===== src/rtl/arb_muxn_pkg.sv =====
// arb_muxn_pkg: shared arbitration constants and helpers for arb_muxn
package arb_muxn_pkg;
    localparam int ARB_FIXED = 0;
    localparam int ARB_RR    = 1;
    // width of a channel index, never below one bit
    function automatic int sel_w(input int n);
        return ($clog2(n) > 1) ? $clog2(n) : 1;
    endfunction
    // index of the set bit of a one-hot vector (up to 64 channels)
    function automatic int onehot_idx(input logic [63:0] oh);
        int r;
        r = 0;
        for (int i = 0; i < 64; i++) r = oh[i] ? i : r;
        return r;
    endfunction
endpackage


===== src/rtl/arb_muxn_pick.sv =====
// arb_rr_pick: one-hot grant and index among N requesters, fixed-priority or round-robin
//   valid : per-channel request
//   ptr   : round-robin start channel (ignored in fixed mode)
//   grant : one-hot winner, zero when nothing is valid
//   idx   : index of the winner
module arb_rr_pick import arb_muxn_pkg::*; #(
    parameter int N    = 3,
    parameter int RR   = ARB_FIXED,
    parameter int SELW = sel_w(N)
) (
    input  logic [N-1:0]    valid,
    input  logic [SELW-1:0] ptr,
    output logic [N-1:0]    grant,
    output logic [SELW-1:0] idx
);
    int d;
    int best;
    always_comb begin
        grant = '0;
        idx = '0;
        d = 0;
        best = N;
        if (RR == ARB_RR) begin
            // winner is the valid channel with the smallest upward distance from ptr
            for (int i = 0; i < N; i++) begin
                d = (i >= int'(ptr)) ? i - int'(ptr) : i + N - int'(ptr);
                if (valid[i] && d < best) begin
                    best = d;
                    grant = '0;
                    grant[i] = 1'b1;
                    idx = SELW'(i);
                end
            end
        end else begin
            for (int i = 0; i < N; i++) begin
                if (valid[i]) begin
                    grant = '0;
                    grant[i] = 1'b1;
                end
            end
            idx = SELW'(onehot_idx(64'(grant)));
        end
    end
endmodule


===== src/rtl/arb_muxn.sv =====
// arb_muxn: N-channel valid/ready arbiter with a registered one-entry output stage
//   clk, rst           : clock, synchronous active-high reset
//   in_valid/in_ready  : per-channel handshake, at most one in_ready bit set
//   in_data            : channel i at [i*WIDTH +: WIDTH]
//   out_valid/out_ready: downstream handshake
//   out_data, out_sel  : registered winning beat and its channel index
//   ARB_MUXN_SKID_EN   : adds a skid entry so in_ready does not depend on out_ready
module arb_muxn import arb_muxn_pkg::*; #(
    parameter int WIDTH = 32,
    parameter int N     = 3,
    parameter int RR    = ARB_FIXED,
    localparam int SELW = sel_w(N)
) (
    input  logic               clk,
    input  logic               rst,
    input  logic [N-1:0]       in_valid,
    output logic [N-1:0]       in_ready,
    input  logic [N*WIDTH-1:0] in_data,
    output logic               out_valid,
    input  logic               out_ready,
    output logic [WIDTH-1:0]   out_data,
    output logic [SELW-1:0]    out_sel
);
    logic [N-1:0]     grant;
    logic [SELW-1:0]  gidx;
    logic [SELW-1:0]  ptr;
    logic [SELW-1:0]  ptr_nx;
    logic [WIDTH-1:0] gdata;
    logic             load;
    arb_rr_pick #(.N(N), .RR(RR), .SELW(SELW)) u_pick (
        .valid(in_valid),
        .ptr  (ptr),
        .grant(grant),
        .idx  (gidx)
    );
    always_comb begin
        gdata = '0;
        for (int i = 0; i < N; i++) gdata = grant[i] ? in_data[i*WIDTH +: WIDTH] : gdata;
    end
    assign ptr_nx   = (int'(gidx) == N - 1) ? '0 : gidx + 1'b1;
    assign in_ready = grant & {N{load}};
`ifdef ARB_MUXN_SKID_EN
    logic             skid_valid;
    logic [WIDTH-1:0] skid_data;
    logic [SELW-1:0]  skid_sel;
    assign load = !rst && (|in_valid) && !skid_valid;
    always_ff @(posedge clk) begin
        if (rst) begin
            out_valid  <= 1'b0;
            out_data   <= '0;
            out_sel    <= '0;
            skid_valid <= 1'b0;
            ptr        <= '0;
        end else begin
            if (load && RR == ARB_RR) ptr <= ptr_nx;
            if (!out_valid || out_ready) begin
                // the skid entry is older than any new beat, so it is promoted first
                out_valid <= skid_valid || load;
                if (skid_valid) begin
                    out_data   <= skid_data;
                    out_sel    <= skid_sel;
                    skid_valid <= 1'b0;
                end else if (load) begin
                    out_data <= gdata;
                    out_sel  <= gidx;
                end
            end else if (load) begin
                skid_data  <= gdata;
                skid_sel   <= gidx;
                skid_valid <= 1'b1;
            end
        end
    end
`else
    assign load = !rst && (|in_valid) && (!out_valid || out_ready);
    always_ff @(posedge clk) begin
        if (rst) begin
            out_valid <= 1'b0;
            out_data  <= '0;
            out_sel   <= '0;
            ptr       <= '0;
        end else if (load) begin
            out_valid <= 1'b1;
            out_data  <= gdata;
            out_sel   <= gidx;
            if (RR == ARB_RR) ptr <= ptr_nx;
        end else if (out_ready) begin
            out_valid <= 1'b0;
        end
    end
`endif
endmodule


===== config.mk =====
export PLATFORM = sky130hd
export DESIGN_NAME = arb_muxn
export DESIGN_NICKNAME = d
export VERILOG_FILES = /design/src/rtl/arb_muxn_pkg.sv /design/src/rtl/arb_muxn_pick.sv /design/src/rtl/arb_muxn.sv
export SDC_FILE = /design/constraint.sdc
export NUM_CORES = 1
export LEC_CHECK = 0
export CORE_MARGIN = 5
export CORE_UTILIZATION = 38
export CTS_CLUSTER_DIAMETER = 30
export DETAILED_ROUTE_END_ITERATION = 8
export DONT_BUFFER_PORTS = 1
export GPL_TIMING_DRIVEN = 0
export SYNTH_ARGS = -nofsm -noshare
export SYNTH_HDL_FRONTEND = slang
export SYNTH_SLANG_ARGS = --single-unit

===== constraint.sdc =====
create_clock -name clk -period 1.5 [get_ports clk]
set_input_delay 0.225 -clock clk [delete_from_list [all_inputs] [get_ports clk]]
set_output_delay 0.225 -clock clk [all_outputs]
set_load 0.005 [all_outputs]

==> metrics.yaml, run 1 <==
rows: 26
num_io_pins: 140
clock-root-buffer: "clkbuf_8"
clk_path_buf_depth: 2
min_period_ns: 1.445
finalCoreUtilization: 0.4270
start_kind: "flip-flop"
diodes: 0
post-route-period-util: 0.9633
cp-startpoint: "out_valid"
tritoncts: "yes"
antenna_found_initial: 0
fillers: 525
tightest_slew_ns: 0.3282
netlist_instances: 204
gp_congestion: 0.7813
layout_common_cells: "dfxtp_1 (35), inv_1 (34), a21oi_1 (34)"
clock-sinks: 35
drc: 0
critical_path.endpoint: "in_ready[0]"
fin_nets: 315
layout_commonest_cell: "dfxtp_1"
synth-warning-count: 0
status: "finished clean"
gr-usage-met2: 0.2609
portBuffers: 0
syn_nets: 306
area_delta_synth_final_pct: 9.620
p_leak_nw: 0.9544
initialDrtViolationCount: 54
path_clk_slew_ns: 0.07
dp.cells: 274
via_per_inst: 5.766
crit_path_max_fanout: 6
ys_types: 19
cts_setup_buffers: 0
wl_um: 5713
dp_hpwl_um: 4373
gr-total-overflow: 0
finClkSkew_ns: 0.004345
ant_nets: 0
ys_seq_area_frac: 0.3544
dieArea_sq_um: 6745
grt_pass1_vias: 1552
grtUsageMet1: 0.2078
finalSetupViolations: 0
clock_latency_ns: 0.27
top_usage_layer: "met2"
finalHoldViolCount: 0
core_sq_um: 5075
crit-reg2reg-launch: "out_valid"
maxCapViolations: 0
critical_path_class: "reg -> out"
fmax_mhz: 692.1
cts_made_buffers: 5
rr_worst_depth: 5
place_area_sq_um: 2064
grt.total_usage: 0.1618
ys_seq_elements: 35
routedWlPerCell_um: 20.26
met3_usage: 0.05423
tns_ns: 0
num_vias: 1626
final_max_slew_viol_count: 0
grt_start_max_net_pins: 11
die_w_um: 82.13
max-vdd-ir-drop_v: 0.0004130
dr.pass1.iters: 4
grt_pass1_wl_um: 8204
endpoint_kind: "output pin"
die_h_um: 82.13
hp-class: "in -> reg"
start_util: 0.3895
critical_path_required_ns: 1.27
avgSynthCellArea_sq_um: 9.691
worst_ep_arrival_time_ns: 1.22
regToRegEndpoint: "out_data[15]"
drive_above_1_share: 0.2877
htree_levels: 2
rsz0062_at_grt: "yes"
relSlewSlack: 0.7812
final_cells: 282
p_per_area_nw_per_um2: 956.5
design_area_sq_um: 2167
rrSetupSlack_ns: 0.11
syn-cell-area_sq_um: 1977
## per-layer routing
layer	part of all wire	up-vias
met5	0	-
met4	0.0074	0
li1	-	778
met3	0.072	5
met1	0.44	765
met2	0.49	78
## report_power, final
part	internal, mW	leakage, nW	total (mW)	switching (mW)
Combinational	0.180	0.627	0.381	0.201
Sequential	1.01	0.290	1.08	0.0678
Clock	0.309	0.0371	0.611	0.302
## worst max-delay path: stages, from the launching register on
cell and delay (ns):
dfxtp_1 0.33, nand2b_1 0.17, nand2b_1 0.17, nor3b_1 0.29
## cells in the mapped netlist
cell type / n / share of area
a2bb2oi_1: 1 / 0.0044
buf_4: 1 / 0.0038
o21ba_2: 1 / 0.0051
nor3_2: 1 / 0.0051
nand2b_1: 2 / 0.0063
a22oi_1: 1 / 0.0038
dfxtp_1: 35 / 0.35
o21ai_0: 1 / 0.0025
nor3b_1: 2 / 0.0076
nor2b_1: 1 / 0.0032
inv_1: 34 / 0.065
a21oi_1: 34 / 0.086
a221oi_2: 29 / 0.22
buf_6: 4 / 0.023
nor2_1: 4 / 0.0076
a221oi_1: 3 / 0.013
nor2b_2: 1 / 0.0044
a22o_1: 32 / 0.14
buf_2: 17 / 0.043
## how the worst min path moves through the flow
stage | depth (start not counted) | to | startpoint
5_1_grt | 2 | out_valid | in_valid[0]
4_1_cts | 1 | out_sel[1] | rst
6_report | 2 | out_valid | in_valid[0]
3_5_place_dp | 1 | out_valid | rst
2_1_floorplan | 1 | out_valid | rst
3_3_place_gp | 1 | out_valid | rst
## logic make-up after synthesis
logic type,Yosys count,share of synthesized area
AOI/OAI and AO/OA,102,0.4772
buffers and inverters,56,0.1342
DFF,35,0.3544
and+or+nand+nor,11,0.03417
## through the flow
stage                     hold slack (ns)  power, mW  setup WS [ns]
after floorplan                    0.2941      1.391         0.2682
after global placement             0.2974      1.472        0.03854
after global routing               0.1562      2.202       -0.03834
final                              0.1344      2.073        0.05507
after CTS                        0.003950      2.103       0.003376
after detailed placement           0.2975      1.478        0.01809
## registers in the layout, indices dropped and copies added (netlist names)
register / flops
out_data: 32
out_sel: 2
out_valid: 1
## layout make-up
type	count	area [sq um]	area share
plain buffers	22	140.1	0.06466
clock buffers	6	72.57	0.03349
repair buffers	2	20.02	0.009238
inverters	34	127.6	0.05889
well taps	70	87.58	0.04042
flip-flops and latches	35	700.7	0.3233
multi-input cells	113	1018	0.4700
## timing repair
| action | 4_1_cts | 5_1_grt |
|---|---|---|
| gates resized for setup | 0 | 3 |
| endpoints found under the hold margin | 1 | 2 |
| setup endpoints to repair | 0 | 32 |
| hold buffers | 1 | 1 |
Note: power is estimated with default switching activity, not from simulation.
==> run 2: changes to the inputs <==
- SYNTH_HIERARCHICAL: unset -> 1
==> run 2 against run 1 <==
Net effect:
- clock power is 7.9% higher
- maximum frequency grew 2.1%
- synthesized area up 17%
- combinational power is 19% higher
- hold slack worse by 0.029 ns
- design area is 17% higher
- critical path depth is 1 higher
- count of clock-buffer cells in the layout is 1 higher
- synthesized cell count rose by 31%
- non-clock buffer count increased by 10
- largest power group unchanged
==> metrics.yaml, run 2 <==
dr.pass1.iters: 4  # unchanged
finClkSkew_ns: 0.01153  # was 0.004345 ns
die_h_um: 88.05  # was 82.13 um
critical_path_class: "reg -> out"  # unchanged
syn_nets: 370  # was 306
grt_pass1_vias: 2072  # was 1552
diodes: 0  # unchanged
grt_pass1_wl_um: 10360  # was 8204 um
largest_reg_flops: 32  # unchanged
gr-total-overflow: 0  # unchanged
dieArea_sq_um: 7752  # was 6745 sq um
num_io_pins: 140  # unchanged
netlist_instances: 268  # was 204
grt_start_max_net_pins: 12  # was 11
rows: 28  # was 26
fmax_mhz: 706.7  # was 692.1 MHz
tightest_slew_ns: 0.5000  # was 0.3282 ns
htree_levels: 2  # unchanged
finalHoldViolCount: 0  # unchanged
rsz0062_at_grt: "no"  # was yes
relSlewSlack: 0.6667  # was 0.7812
cts_made_buffers: 5  # unchanged
final_max_slew_viol_count: 0  # unchanged
path_clk_slew_ns: 0.08  # was 0.07 ns
clock_latency_ns: 0.28  # was 0.27 ns
clk_path_buf_depth: 2  # unchanged
drc: 0  # unchanged
endpoint_kind: "output pin"  # unchanged
dp_hpwl_um: 5022  # was 4373 um
clock-root-buffer: "clkbuf_8"  # unchanged
gp_congestion: 0.7371  # was 0.7813
ant_nets: 0  # unchanged
layout_commonest_cell: "dfxtp_1"  # unchanged
p_leak_nw: 1.119  # was 0.9544 nW
portBuffers: 0  # unchanged
start_util: 0.3910  # was 0.3895
area_delta_synth_final_pct: 9.621  # was 9.620%
holdPathStages: 2  # unchanged
layout_common_cells: "dfxtp_1 (35), nand2b_1 (33), a21oi_1 (33)"  # was dfxtp_1 (35), inv_1 (34), a21oi_1 (34)
status: "finished clean"  # unchanged
finalCoreUtilization: 0.4286  # was 0.4270
synth-warning-count: 6  # was 0
core_sq_um: 5921  # was 5075 sq um
start_kind: "flip-flop"  # unchanged
via_per_inst: 5.571  # was 5.766
die_w_um: 88.05  # was 82.13 um
wl_um: 6607  # was 5713 um
largestRegisters: "out_data x32, out_sel x2, out_valid x1"  # unchanged
finalSetupViolations: 0  # unchanged
hp-class: "in -> reg"  # unchanged
clock-sinks: 35  # unchanged
drive_above_1_share: 0.1277  # was 0.2877
avgSynthCellArea_sq_um: 8.637  # was 9.691 sq um
post-route-period-util: 0.9434  # was 0.9633
routedWlPerCell_um: 18.51  # was 20.26 um
grt.total_usage: 0.1712  # was 0.1618
crit_path_max_fanout: 10  # was 6
tritoncts: "yes"  # unchanged
initialDrtViolationCount: 66  # was 54
hold_buffers: 0  # was 1
rrSetupSlack_ns: 0.12  # was 0.11 ns
top_register: "out_data"  # unchanged
p_per_area_nw_per_um2: 876.3  # was 956.5 nW/um^2
num_vias: 1989  # was 1626
antenna_found_initial: 0  # unchanged
min_period_ns: 1.415  # was 1.445 ns
syn-cell-area_sq_um: 2315  # was 1977 sq um
rr_worst_depth: 5  # unchanged
max-vdd-ir-drop_v: 0.0003276  # was 0.0004130 V
fin_nets: 383  # was 315
critical_path_required_ns: 1.27  # about the same
tns_ns: 0  # unchanged
maxCapViolations: 0  # unchanged
worst_ep_arrival_time_ns: 1.19  # was 1.22 ns
-- run 2: final timing paths --
kind,startpoint,endpoint
setup / recovery,out_valid,in_ready[0]
hold / removal,in_valid[2],out_valid
setup reg to reg,out_valid,out_sel[0]
hold reg to reg,out_data[10],out_data[10]
-- run 2: metrics by stage --
step / hold slack, ns / std cells / cell area (sq um) / worst slack [ns] / power [mW]
6_report: 0.1052 / 357 / 2537 / 0.08497 / 2.223
5_1_grt: 0.1069 / 357 / 2537 / 0.01687 / 2.364
4_1_cts: 0.1016 / 351 / 2489 / 0.01095 / 2.238
3_5_place_dp: 0.4067 / 343 / 2409 / 0.04237 / 1.574
3_3_place_gp: 0.3917 / 343 / 2409 / 0.04012 / 1.566
2_1_floorplan: 0.3816 / 268 / 2315 / 0.2587 / 1.470
-- run 2: worst max-delay path, cell delays in order, from the launching register on --
cell and delay [ns]:
dfxtp_1 0.33, nand2b_1 0.08, nor3b_2 0.18, buf_6 0.17, and2_4 0.15
-- run 2: where the power goes --
part | internal (mW) | total, mW | switching, mW
logic | 0.242 | 0.455 | 0.213
clock network | 0.326 | 0.659 | 0.333
registers | 1.03 | 1.11 | 0.0803
-- run 2: what timing repair did --
item | 4_1_cts | 5_1_grt
buffers inserted | 1 | 6
gates resized for setup | 1 | 1
hold endpoints to repair | 0 | 0
endpoints found under the setup margin | 3 | 25
-- run 2: layer usage --
layer,track usage,vias to the layer above,wire (um)
met2,0.2904,92,3217
met3,0.06303,7,546
met1,0.2055,946,2770
met5,0,-,0
met4,0.04258,0,72
li1,-,944,-
-- run 2: final cells by class --
type | count | area (sq um)
tap | 75 | 93.84
buffer | 27 | 175.2
fill | 587 | 3383
clock inverter | 1 | 5.005
clock buffer | 7 | 76.32
inverter | 32 | 120.1
multi-input combinational | 173 | 1310
sequential | 35 | 700.7
timing repair buffer | 7 | 56.30
==> run 3: changes to the inputs <==
- ABC_AREA: unset -> 1
- CORE_UTILIZATION: 38 -> 60
- PLACE_DENSITY: unset -> 0.76
==> run 3 against run 2 <==
Net effect:
- critical endpoint is now in_ready[2]
- design area decreased by 3.5%
- largest power group unchanged
- sequential share of layout area increased by 0.99 points
- sequential cell count stayed put
==> metrics.yaml, run 3 <==
rows: 22  # was 28
fin_nets: 522  # was 383
layout_commonest_cell: "nand2_1"  # was dfxtp_1
rr_worst_depth: 6  # was 5
switching_share: 0.2922  # was 0.2818
finClkSkew_ns: 0.002033  # was 0.01153 ns
clock-sinks: 35  # unchanged
syn_nets: 515  # was 370
status: "finished clean"  # unchanged
clock_latency_ns: 0.28  # about the same
place_area_sq_um: 2350  # was 2409 sq um
pre_cts_slack_ns: 0.2941  # was 0.04237 ns
finalSetupViolations: 0  # unchanged
drc: 0  # unchanged
seqPwrFrac: 0.484  # was 0.499
endpoint_kind: "output pin"  # unchanged
diodes: 0  # unchanged
final_max_slew_viol_count: 0  # unchanged
cts_resized: 0  # was 1
avgSynthCellArea_sq_um: 5.544  # was 8.637 sq um
power.total_mw: 2.283  # was 2.223 mW
dr.pass1.iters: 4  # unchanged
gp_congestion: 0.8211  # was 0.7371
clk_path_buf_depth: 2  # unchanged
path_clk_slew_ns: 0.07  # was 0.08 ns
dp_hpwl_um: 4748  # was 5022 um
tritoncts: "yes"  # unchanged
routedWlPerCell_um: 13.48  # was 18.51 um
design_area_sq_um: 2450  # was 2537 sq um
die_h_um: 71.78  # was 88.05 um
dieArea_sq_um: 5152  # was 7752 sq um
fmax_mhz: 716.2  # was 706.7 MHz
initialDrtViolationCount: 162  # was 66
antenna_found_initial: 0  # unchanged
grt_pass1_wl_um: 10280  # was 10360 um
htree_levels: 2  # unchanged
top_register: "out_data"  # unchanged
portBuffers: 0  # unchanged
post-route-period-util: 0.9309  # was 0.9434
rsz0062_at_grt: "no"  # unchanged
area_delta_synth_final_pct: 6.995  # was 9.621%
tightest_slew_ns: 0.4806  # was 0.5000 ns
hp-class: "in -> reg"  # unchanged
tns_ns: 0  # unchanged
netlist_instances: 413  # was 268
p_clk_frac: 0.326  # was 0.296
relSlewSlack: 0.6796  # was 0.6667
holdPathEnd: "out_sel[1]"  # was out_valid
power_switching_uw: 667.1  # was 626.5 uW
regToRegEndpoint: "out_data[14]"  # was out_sel[0]
die_w_um: 71.78  # was 88.05 um
crit-reg2reg-launch: "out_valid"  # unchanged
worst_ep_arrival_time_ns: 1.17  # was 1.19 ns
p_int_mw: 1.616  # was 1.597 mW
ant_nets: 0  # unchanged
hold_buffers: 0  # unchanged
layout_common_cells: "nand2_1 (168), nor2_1 (133), dfxtp_1 (35)"  # was dfxtp_1 (35), nand2b_1 (33), a21oi_1 (33)
finalHoldViolCount: 0  # unchanged
maxCapViolations: 0  # unchanged
critical_path_required_ns: 1.27  # about the same
crit_path_max_fanout: 10  # unchanged
grt_start_max_net_pins: 11  # was 12
core_sq_um: 3689  # was 5921 sq um
drive_above_1_share: 0.09976  # was 0.1277
grt_pass1_vias: 2390  # was 2072
start_util: 0.6208  # was 0.3910
critical_path_class: "reg -> out"  # unchanged
synth-warning-count: 6  # unchanged
via_per_inst: 5.158  # was 5.571
holdPathStages: 3  # was 2
clock-root-buffer: "clkbuf_8"  # unchanged
hold_slack_ns: 0.1365  # was 0.1052 ns
num_io_pins: 140  # unchanged
rrSetupSlack_ns: 0.41  # was 0.12 ns
max-vdd-ir-drop_v: 0.0006498  # was 0.0003276 V
hold_start: "in_valid[2]"  # unchanged
p_per_area_nw_per_um2: 931.9  # was 876.3 nW/um^2
num_vias: 2419  # was 1989
largest_reg_flops: 32  # unchanged
gr-total-overflow: 0  # unchanged
start_kind: "flip-flop"  # unchanged
grt.total_usage: 0.2418  # was 0.1712
min_period_ns: 1.396  # was 1.415 ns
layout_setup_ws_ns: 0.1037  # was 0.08497 ns
wl_um: 6320  # was 6607 um
cts_made_buffers: 5  # unchanged
syn-cell-area_sq_um: 2290  # was 2315 sq um
p_leak_nw: 1.296  # was 1.119 nW
cts_setup_buffers: 0  # was 1
largestRegisters: "out_data x32, out_sel x2, out_valid x1"  # unchanged
comb_power_share: 0.190  # was 0.204
[run 3: changes by cell type in the layout (fill, tap and decap cells not counted), sizes merged, moves of 7 or more]
cell / previous run / this run
a21oi: 33 / 0
a22o: 32 / 0
buf: 24 / 31
clkbuf: 17 / 8
inv: 32 / 9
mux2i: 32 / 0
nand2: 0 / 169
nand2b: 33 / 0
nand3: 0 / 35
nand3b: 32 / 0
nor2: 0 / 134
[run 3: layout make-up]
type	count	area (sq um)
well taps	48	60.06
clock buffers	8	100.1
plain buffers	31	232.7
multi-input cells	338	1323
fillers	377	1239
inverters	9	33.78
flip-flops and latches	35	700.7
[run 3: how the worst max path moves through the flow]
| stage | startpoint | endpoint |
|---|---|---|
| 2_1_floorplan | in_valid[1] | in_ready[1] |
| 3_3_place_gp | in_valid[1] | in_ready[1] |
| 3_5_place_dp | in_valid[1] | out_data[5] |
| 4_1_cts | out_valid | in_ready[2] |
| 5_1_grt | out_valid | in_ready[2] |
| 6_report | out_valid | in_ready[2] |
[run 3: metrics by stage]
step,util,std cells
final,0.6642,469
after global routing,0.6642,469
after CTS,0.6642,469
after detailed placement,0.6370,461
after global placement,0.6370,461
after floorplan,-,413
[run 3: per-layer routing]
metal | part of all wire | vias up | wire [um] | track usage
met5 | 0 | - | 0 | 0
met4 | 0.014 | 0 | 89 | 0.06054
met3 | 0.095 | 10 | 599 | 0.06452
met2 | 0.49 | 93 | 3103 | 0.4480
met1 | 0.40 | 1063 | 2528 | 0.2717
li1 | - | 1253 | - | -
[run 3: worst max-delay path, cell delays in order, from the launching register on]
cell	delay, ns
dfxtp_1	0.33
nand2_1	0.10
nand3_2	0.11
buf_2	0.21
nor2_1	0.14
[run 3: power by group through the flow]
stage / Sequential [mW] / Combinational (mW) / Clock [mW]
6_report: 1.11 / 0.433 / 0.745
4_1_cts: 1.11 / 0.434 / 0.756
3_3_place_gp: 1.13 / 0.422 / 0
5_1_grt: 1.11 / 0.508 / 0.795
3_5_place_dp: 1.13 / 0.433 / 0
2_1_floorplan: 1.10 / 0.356 / 0
